$ cat src/rtl/mario_pkg.sv
// rtl/mario_pkg.sv - shared ioctl indices and NVRAM upload state encoding
package mario_pkg;

  localparam logic [7:0] IOCTL_IDX_ROM   = 8'd0;
  localparam logic [7:0] IOCTL_IDX_DIP   = 8'd254;
  localparam logic [7:0] IOCTL_IDX_NVRAM = 8'd4;

  typedef enum logic [1:0] {
    IDLE,
    PAUSE,
    READY,
    FETCH
  } nvram_up_state_t;

endpackage

$ cat src/rtl/nvram_upload.sv
// rtl/nvram_upload.sv - serves HPS upload reads from work RAM port B while the CPU is paused
module nvram_upload
  import mario_pkg::*;
#(
  parameter logic [7:0] INDEX     = IOCTL_IDX_NVRAM,
  parameter int         ADDR_W    = 11,
  parameter int         SIZE      = 2048,
  parameter int         RAM_LAT   = 1,
  parameter int         PAUSE_TMO = 1024
) (
  input  logic              clk_sys,
  input  logic              reset,
  input  logic              ioctl_upload,
  input  logic [7:0]        ioctl_index,
  input  logic              ioctl_rd,
  input  logic [24:0]       ioctl_addr,
  output logic [7:0]        ioctl_din,
  output logic              ioctl_wait,
  output logic              pause_req,
  input  logic              pause_ack,
  output logic [ADDR_W-1:0] ram_addr,
  output logic              ram_rd,
  input  logic [7:0]        ram_q,
  output logic              upload_done
);

  localparam int TMO_W = $clog2(PAUSE_TMO) + 1;
  localparam logic [TMO_W-1:0] TMO_LAST = TMO_W'(PAUSE_TMO - 1);
  localparam logic [TMO_W-1:0] TMO_MAX  = {TMO_W{1'b1}};

  nvram_up_state_t  r_state;
  logic [TMO_W-1:0] r_tmo;
  logic [1:0]       r_lat;
  logic             r_oob;
  logic             r_by_ack;
  logic             w_active;

  assign w_active = ioctl_upload && (ioctl_index == INDEX);

  always_ff @(posedge clk_sys) begin
    ram_rd      <= 1'b0;
    upload_done <= 1'b0;
    if (reset) begin
      r_state    <= IDLE;
      ioctl_din  <= 8'h00;
      ioctl_wait <= 1'b0;
      pause_req  <= 1'b0;
      ram_addr   <= '0;
      r_tmo      <= '0;
      r_lat      <= 2'd0;
      r_oob      <= 1'b0;
      r_by_ack   <= 1'b0;
    end else if (r_state != IDLE && !w_active) begin
      // Session over: release the CPU and abandon any in-flight fetch.
      r_state     <= IDLE;
      pause_req   <= 1'b0;
      ioctl_wait  <= 1'b0;
      upload_done <= 1'b1;
    end else begin
      case (r_state)
        IDLE: begin
          if (w_active) begin
            r_state    <= PAUSE;
            pause_req  <= 1'b1;
            ioctl_wait <= 1'b1;
            r_tmo      <= '0;
          end
        end
        PAUSE: begin
          if (pause_ack) begin
            r_state    <= READY;
            ioctl_wait <= 1'b0;
            r_by_ack   <= 1'b1;
          end else if (r_tmo == TMO_LAST) begin
            r_state    <= READY;
            ioctl_wait <= 1'b0;
            r_by_ack   <= 1'b0;
          end else if (r_tmo != TMO_MAX) begin
            r_tmo <= r_tmo + 1'b1;
          end
        end
        READY: begin
          // Losing the ack means the CPU may own the RAM bus again.
          if (r_by_ack && !pause_ack) begin
            r_state    <= PAUSE;
            ioctl_wait <= 1'b1;
            r_tmo      <= '0;
          end else if (ioctl_rd) begin
            r_state    <= FETCH;
            ioctl_wait <= 1'b1;
            if (ioctl_addr < 25'(SIZE)) begin
              ram_addr <= ioctl_addr[ADDR_W-1:0];
              ram_rd   <= 1'b1;
              r_lat    <= 2'(RAM_LAT);
              r_oob    <= 1'b0;
            end else begin
              r_lat <= 2'd0;
              r_oob <= 1'b1;
            end
          end
        end
        FETCH: begin
          if (r_lat == 2'd0) begin
            r_state    <= READY;
            ioctl_wait <= 1'b0;
            ioctl_din  <= r_oob ? 8'hFF : ram_q;
          end else begin
            r_lat <= r_lat - 2'd1;
          end
        end
        default: r_state <= IDLE;
      endcase
    end
  end

endmodule

$ cat config.mk
export PLATFORM = sky130hd
export DESIGN_NAME = nvram_upload
export DESIGN_NICKNAME = d
export VERILOG_FILES = /design/src/rtl/mario_pkg.sv /design/src/rtl/nvram_upload.sv
export SDC_FILE = /design/constraint.sdc
export NUM_CORES = 1
export LEC_CHECK = 0
export ABC_AREA = 0
export BUFFER_PORTS_ARGS = -buffer_cell sky130_fd_sc_hd__clkbuf_2
export CAP_MARGIN = 25
export CORE_MARGIN = 2
export CORE_UTILIZATION = 44
export CTS_CLUSTER_DIAMETER = 200
export DETAILED_ROUTE_END_ITERATION = 10
export PLACE_DENSITY = 0.87
export SETUP_SLACK_MARGIN = 0.1
export SLEW_MARGIN = 20
export SYNTH_ARGS = -nofsm -noshare
export SYNTH_HDL_FRONTEND = slang
export SYNTH_SLANG_ARGS = --single-unit
export TNS_END_PERCENT = 1
$ cat constraint.sdc
create_clock -name clk_sys -period 1.5 [get_ports clk_sys]
set_input_delay 0.225 -clock clk_sys [delete_from_list [all_inputs] [get_ports clk_sys]]
set_output_delay 0.225 -clock clk_sys [all_outputs]
set_load 0.02 [all_outputs]
==> impl_metrics.env, run 1 <==
export IMPL_outcome="finished with violations"
export IMPL_failed_checks="setup timing"
export IMPL_slew_violations=0
export IMPL_ios=69
export IMPL_skew_ns=0.00572
export IMPL_crit_path_end_kind="flip-flop"
export IMPL_num_vias=1952
export IMPL_htreeDepth=2
export IMPL_crit_family="simple AND/OR/NAND/NOR gates"
export IMPL_synthesis_nets=253
export IMPL_path_clk_slew_ns=0.09
export IMPL_hold_class="primary input to flip-flop"
export IMPL_finalSetupTns_ns=-0.325
export IMPL_criticalPathCategory="flip-flop to flip-flop"
export IMPL_min_path_cells=3
export IMPL_grt_usage_pct=22.9
export IMPL_wirelength_mm=5.59
export IMPL_drive_above_1_share_pct=56.2
export IMPL_wl_per_cell_um=15.2
export IMPL_dr_pass1_iters=4
export IMPL_fp_coreArea_um2=4060
export IMPL_grt_antenna_before_repair=0
export IMPL_multi_input_area_um2=1230
export IMPL_relSlewSlack_pct=70.9
export IMPL_dieArea_um2=4800
export IMPL_grt_max_degree=18
export IMPL_use_met2_pct=42.6
export IMPL_fp_row_count=23
export IMPL_grt_pass1_vias=2010
export IMPL_drc=0
export IMPL_period_share_pct=103
export IMPL_critical_path_slowest_cell="dfxtp_2"
export IMPL_use_met3_pct=5.38
export IMPL_clkSinkCount=40
export IMPL_min_period_ns=1.55
export IMPL_regArea_um2=816
export IMPL_start_util_pct=46.2
export IMPL_cap_violations=0
export IMPL_gp_routability_congestion=0.893
export IMPL_critPathRequiredTime_ns=1.68
export IMPL_synth_seq_area_share_pct=42.7
export IMPL_reg2reg_slack_ns=-0.05
export IMPL_power_density_nw_per_um2=693
export IMPL_cts_max_path_buffers=2
export IMPL_start_kind="flip-flop"
export IMPL_cts_buffers=5
export IMPL_syn_area_um2=1880
export IMPL_setup_violations=17
export IMPL_ys_seq_elements=40
export IMPL_holdPathEnd="ram_addr[3]"
export IMPL_cp_arrival_ns=1.73
export IMPL_gr_total_overflow=0
export IMPL_layout_setup_ws_ns=-0.0471
export IMPL_synthDistinctLibCells=40
export IMPL_root_buffer="clkbuf_8"
export IMPL_rsz0062_at_grt="yes"
export IMPL_first_iter_violations=165
export IMPL_min_from="ioctl_addr[3]"
export IMPL_area_growth_pct=60.8
export IMPL_path_cells="ha_4, nand2_4, nor4_4, buf_6, nor3_4, xnor2_1, nor2_1"
export IMPL_grt_busiest_layer="met2"
export IMPL_hold_viol_final=0
export IMPL_synthCells=205
export IMPL_clkLatencyLatePin_ns=0.30
export IMPL_yosys_warnings=0
export IMPL_p_leak_nw=1.26
export IMPL_cp_buffers_inverters=1
export IMPL_grtUsageMet1_pct=24.2
export IMPL_n_antenna_cell=0
export IMPL_die_w_um=69.3
export IMPL_fillers=261
export IMPL_die_h_um=69.3
export IMPL_tightest_slew_ns=0.435
export IMPL_ff2ff_path_depth=7
export IMPL_avgSynthCellArea_um2=9.15
export IMPL_fmax_mhz=646
export IMPL_cts_tree="done"
export IMPL_pre_cts_slack_ns=-0.246
export IMPL_grt_pass1_wl_mm=8.93
export IMPL_vias_per_cell=5.32
export IMPL_antenna_violating_nets_post_route=0
export IMPL_reg2reg_to="r_tmo[6]"
export IMPL_dpl_hpwl_mm=3.41
export IMPL_cp_slowest_stage_delay_ns=0.37
export IMPL_worstPathMaxFanout=8
export IMPL_portBuffers=68
export IMPL_fin_nets=364
export IMPL_peakVddDrop_v=0.000479
export IMPL_regToRegStartpoint="r_tmo[0]"
==> what timing repair did <==
action                     CTS  global route
setup buffers                9             3
cloned                       1             0
setup endpoints to repair   30            38
resized for setup           34            29
hold buffers                 0             0
pin swaps                   22            22
==> how the worst max path moves through the flow <==
| stage | startpoint | endpoint | slack [ns] | cells after the start |
|---|---|---|---|---|
| after floorplan | ioctl_index[7] | r_tmo[5] | -0.006 | 6 |
| after global placement | ioctl_index[7] | r_tmo[4] | -0.18 | 7 |
| after detailed placement | ioctl_index[7] | ioctl_din[4] | -0.25 | 8 |
| after CTS | r_state[0] | r_tmo[8] | -0.02 | 7 |
| after global routing | r_tmo[0] | r_tmo[6] | -0.12 | 7 |
| final | r_tmo[0] | r_tmo[6] | -0.05 | 7 |
==> synth_stat cells <==
master     number  area [um^2]
buf_2           4         20.0
a22oi_1         1         7.51
a21oi_2         1         8.76
nor4_4          1         21.3
nor3b_1         3         22.5
nand2b_1        2         12.5
a22o_1          1         8.76
o32a_1          1         10.0
nand4b_4        1         23.8
o21a_1          1         7.51
nor4_2          1         12.5
nor3_2          3         30.0
nor4b_2         2         30.0
mux2i_1        12          120
nor2_2          1         6.26
or2_2           3         18.8
nand4b_1        1         8.76
xnor2_1         8         70.1
nor4b_4         1         23.8
o21ai_0         5         25.0
inv_1           5         18.8
nand3_1         5         25.0
a2111oi_2       2         30.0
a211oi_1       11         82.6
buf_4           1         7.51
nor3_1          6         30.0
mux2_2          2         22.5
dfxtp_1        40          801
buf_6           1         11.3
or2_0           1         6.26
o211ai_1        1         7.51
clkbuf_1        5         18.8
nand2_1         3         11.3
ha_1            2         25.0
nand4_1         3         18.8
and3_1          2         12.5
nor2_1         51          191
nor4_1          7         43.8
o2111ai_1       1         8.76
a21oi_1         3         15.0
==> logic make-up (layout without fill, tap and decap cells) <==
kind of cell               Yosys count  in the layout  synth area share (%)
xor gates and xnor gates             8              8                  3.74
DFF                                 40             40                  42.7
muxes                               14             14                  7.61
buffers and inverters               16            128                  4.07
and+or+nand+nor                     97             97                  29.3
AOI/OAI and AO/OA                   28             28                  11.3
adders and majority gates            2              2                  1.33
==> layout make-up <==
cell class	count	share of cell area [%]
Sequential cell	40	27.0
Inverter	5	0.622
Timing Repair Buffer	115	25.7
Clock buffer	5	2.28
Tap cell	50	2.07
Clock inverter	3	1.58
Multi-Input combinational cell	149	40.7
==> tightest hold or removal path: cells and delay by family <==
kind	cells	cell delay, ns
mux	1	0.05
buf+inv	1	0.07
simple gates	1	0.07
==> where the power goes <==
group	internal [mW]	leakage, nW	switching (mW)
clock	0.501	0.0583	0.411
combinational	0.0625	0.874	0.0553
sequential	1.06	0.327	0.000486
==> layer usage <==
metal / wire length [um] / share of wire [%]
met5: 0 / 0
met4: 59 / 1.1
met3: 260 / 4.6
met2: 3130 / 56
met1: 2140 / 38
==> through the flow <==
step | util [%] | std cells | hold WS, ns | total power [mW] | area, um^2
after detailed placement | 62.0 | 346 | 0.469 | 1.20 | 2520
after global placement | 62.0 | 346 | 0.456 | 1.19 | 2520
after floorplan | - | 205 | 0.372 | 1.12 | 1900
after global routing | 74.3 | 367 | 0.179 | 2.16 | 3020
after CTS | 70.5 | 364 | 0.165 | 2.09 | 2860
final | 74.3 | 367 | 0.161 | 2.09 | 3020
==> flip-flops by register name (all words and copies together), names as in the netlist <==
signal,count
r_tmo,11
ram_addr,11
ioctl_din,8
r_lat,2
r_state,2
ioctl_wait,1
pause_req,1
r_by_ack,1
r_oob,1
ram_rd,1
upload_done,1
==> placed cells by master (no fill, tap or decap), drive strengths merged, types with 2 or more instances in the layout <==
| cell type | count |
|---|---|
| nand4 | 3 |
| xnor2 | 8 |
| or2 | 4 |
| dfxtp | 40 |
| and3 | 2 |
| nor4 | 9 |
| nand4b | 2 |
| buf | 47 |
| nor4b | 3 |
| nor3b | 3 |
| clkbuf | 73 |
| a21oi | 4 |
| mux2i | 12 |
| a2111oi | 2 |
| nand3 | 5 |
| mux2 | 2 |
| ha | 2 |
| clkinv | 2 |
| nor3 | 9 |
| nand2b | 2 |
| nor2 | 52 |
| nand2 | 3 |
| o21ai | 5 |
| inv | 5 |
| a211oi | 11 |
Power figures use the tool's default switching activity.
==> run 2: changes to the inputs <==
CTS_BUF_LIST = sky130_fd_sc_hd__clkbuf_16   (was not set)
RECOVER_POWER = 100   (was not set)
TNS_END_PERCENT = not set   (was 1)
==> impl_metrics.env, run 2 (synthesis gave the netlist of run 1 again) <==
export IMPL_outcome="finished with violations"
export IMPL_failed_checks="setup timing"
export IMPL_dr_pass1_iters=4
export IMPL_die_h_um=69.3
export IMPL_start_util_pct=46.2
export IMPL_cts_tree="done"
export IMPL_reg2reg_slack_ns=-0.11
export IMPL_hold_slack_ns=0.180
export IMPL_relSlewSlack_pct=74.7
export IMPL_wirelength_mm=6.27
export IMPL_hold_class="primary input to flip-flop"
export IMPL_skew_ns=0.00560
export IMPL_grt_pass1_wl_mm=9.01
export IMPL_fin_nets=374
export IMPL_vias_per_cell=5.42
export IMPL_criticalPathCategory="flip-flop to flip-flop"
export IMPL_dieArea_um2=4800
export IMPL_wl_per_cell_um=16.6
export IMPL_n_antenna_cell=0
export IMPL_ctsHoldBuffers=0
export IMPL_fp_coreArea_um2=4060
export IMPL_root_buffer="clkbuf_16"
export IMPL_area_growth_pct=73.8
export IMPL_num_vias=2043
export IMPL_fillers=230
export IMPL_gr_total_overflow=0
export IMPL_cts_buffers=5
export IMPL_grt_pass1_vias=1949
export IMPL_htreeDepth=2
export IMPL_path_clk_slew_ns=0.06
export IMPL_layout_setup_ws_ns=-0.114
export IMPL_worstPathMaxFanout=4
export IMPL_p_leak_nw=1.31
export IMPL_hold_viol_final=0
export IMPL_top_regs="r_tmo (11), ram_addr (11), ioctl_din (8)"
export IMPL_rsz0062_at_grt="yes"
export IMPL_first_iter_violations=63
export IMPL_dp_cells=346
export IMPL_cp_arrival_ns=1.84
export IMPL_setup_violations=24
export IMPL_tightest_slew_ns=0.380
export IMPL_crit_path_end_kind="flip-flop"
export IMPL_grt_antenna_before_repair=0
export IMPL_grt_max_degree=19
export IMPL_antenna_violating_nets_post_route=0
export IMPL_gp_routability_congestion=0.813
export IMPL_finalSetupTns_ns=-1.25
export IMPL_clkLatencyLatePin_ns=0.28
export IMPL_stdcell_count=377
export IMPL_portBuffers=68
export IMPL_cap_violations=0
export IMPL_min_period_ns=1.61
export IMPL_final_common_cell="nor2_1"
export IMPL_drive_above_1_share_pct=52.9
export IMPL_fmax_mhz=620
export IMPL_dpl_hpwl_mm=3.42
export IMPL_start_kind="flip-flop"
export IMPL_pre_cts_slack_ns=-0.246
export IMPL_ios=69
export IMPL_postLayoutCoreUtil_pct=80.4
export IMPL_fp_row_count=23
export IMPL_critPathRequiredTime_ns=1.72
export IMPL_peakVddDrop_v=0.000693
export IMPL_die_w_um=69.3
export IMPL_clkSinkCount=40
export IMPL_final_cell_mix="nor2_1 (47), clkbuf_2 (45), buf_4 (40)"
export IMPL_period_share_pct=108
export IMPL_grt_usage_pct=23.2
export IMPL_power_density_nw_per_um2=732
export IMPL_drc=0
export IMPL_cts_max_path_buffers=2
export IMPL_slew_violations=0
run 2: changes by cell type in the layout (fill, tap and decap cells not counted), moves of 4 or more:
cell,previous run,this run
clkbuf_1,0,23
clkbuf_16,0,8
buf_4,34,40
nor4_1,4,0
clkbuf_8,5,0
clkbuf_2,68,45
run 2: final cells by class:
type	count	area, um^2	share of cell area (%)
Clock buffer	5	125	3.84
Clock inverter	3	42.5	1.30
Inverter	5	18.8	0.576
Multi-Input combinational cell	149	1300	39.9
Sequential cell	40	818	25.1
Tap cell	50	62.6	1.92
Timing Repair Buffer	125	892	27.4
run 2: path summary, 6_finish.rpt:
check	depth (start not counted)	startpoint	end
setup / recovery	7	r_state[1]	r_tmo[0]
hold / removal	3	ioctl_addr[10]	ram_addr[10]
setup reg to reg	7	r_state[1]	r_tmo[0]
hold reg to reg	2	r_lat[1]	r_lat[1]
run 2: metrics by stage:
stage / power, mW / area [um^2]
global placement: 1.20 / 2590
detailed placement: 1.20 / 2590
finish: 2.39 / 3260
global route: 2.44 / 3260
CTS: 2.39 / 3060
floorplan: 1.12 / 1960
run 2: power by group:
part           switching (mW)  internal, mW
combinational          0.0635        0.0618
sequential           0.000800          1.06
clock                   0.420         0.781
total                   0.484          1.90
run 2: repair_timing:
action                                  CTS  global route
setup buffers                            10             9
endpoints found under the setup margin   37            38
gates resized for setup                  46            20
cloned                                    1             3
pin swaps                                26            11
run 2: critical path, stage by stage (launching register included):
cell,delay (ns)
dfxtp_4,0.36
nand2b_4,0.14
buf_6,0.12
nor4_4,0.34
buf_4,0.21
nor3_2,0.04
nor2_1,0.17
mux2_4,0.18
run 2: per-layer routing:
metal	GRT usage (%)	routed length (um)	up-vias
met1	25.6	2350	965
met2	42.8	3370	79
met3	4.36	290	27
met5	0	0	-
met4	10.5	262	0
li1	-	-	972
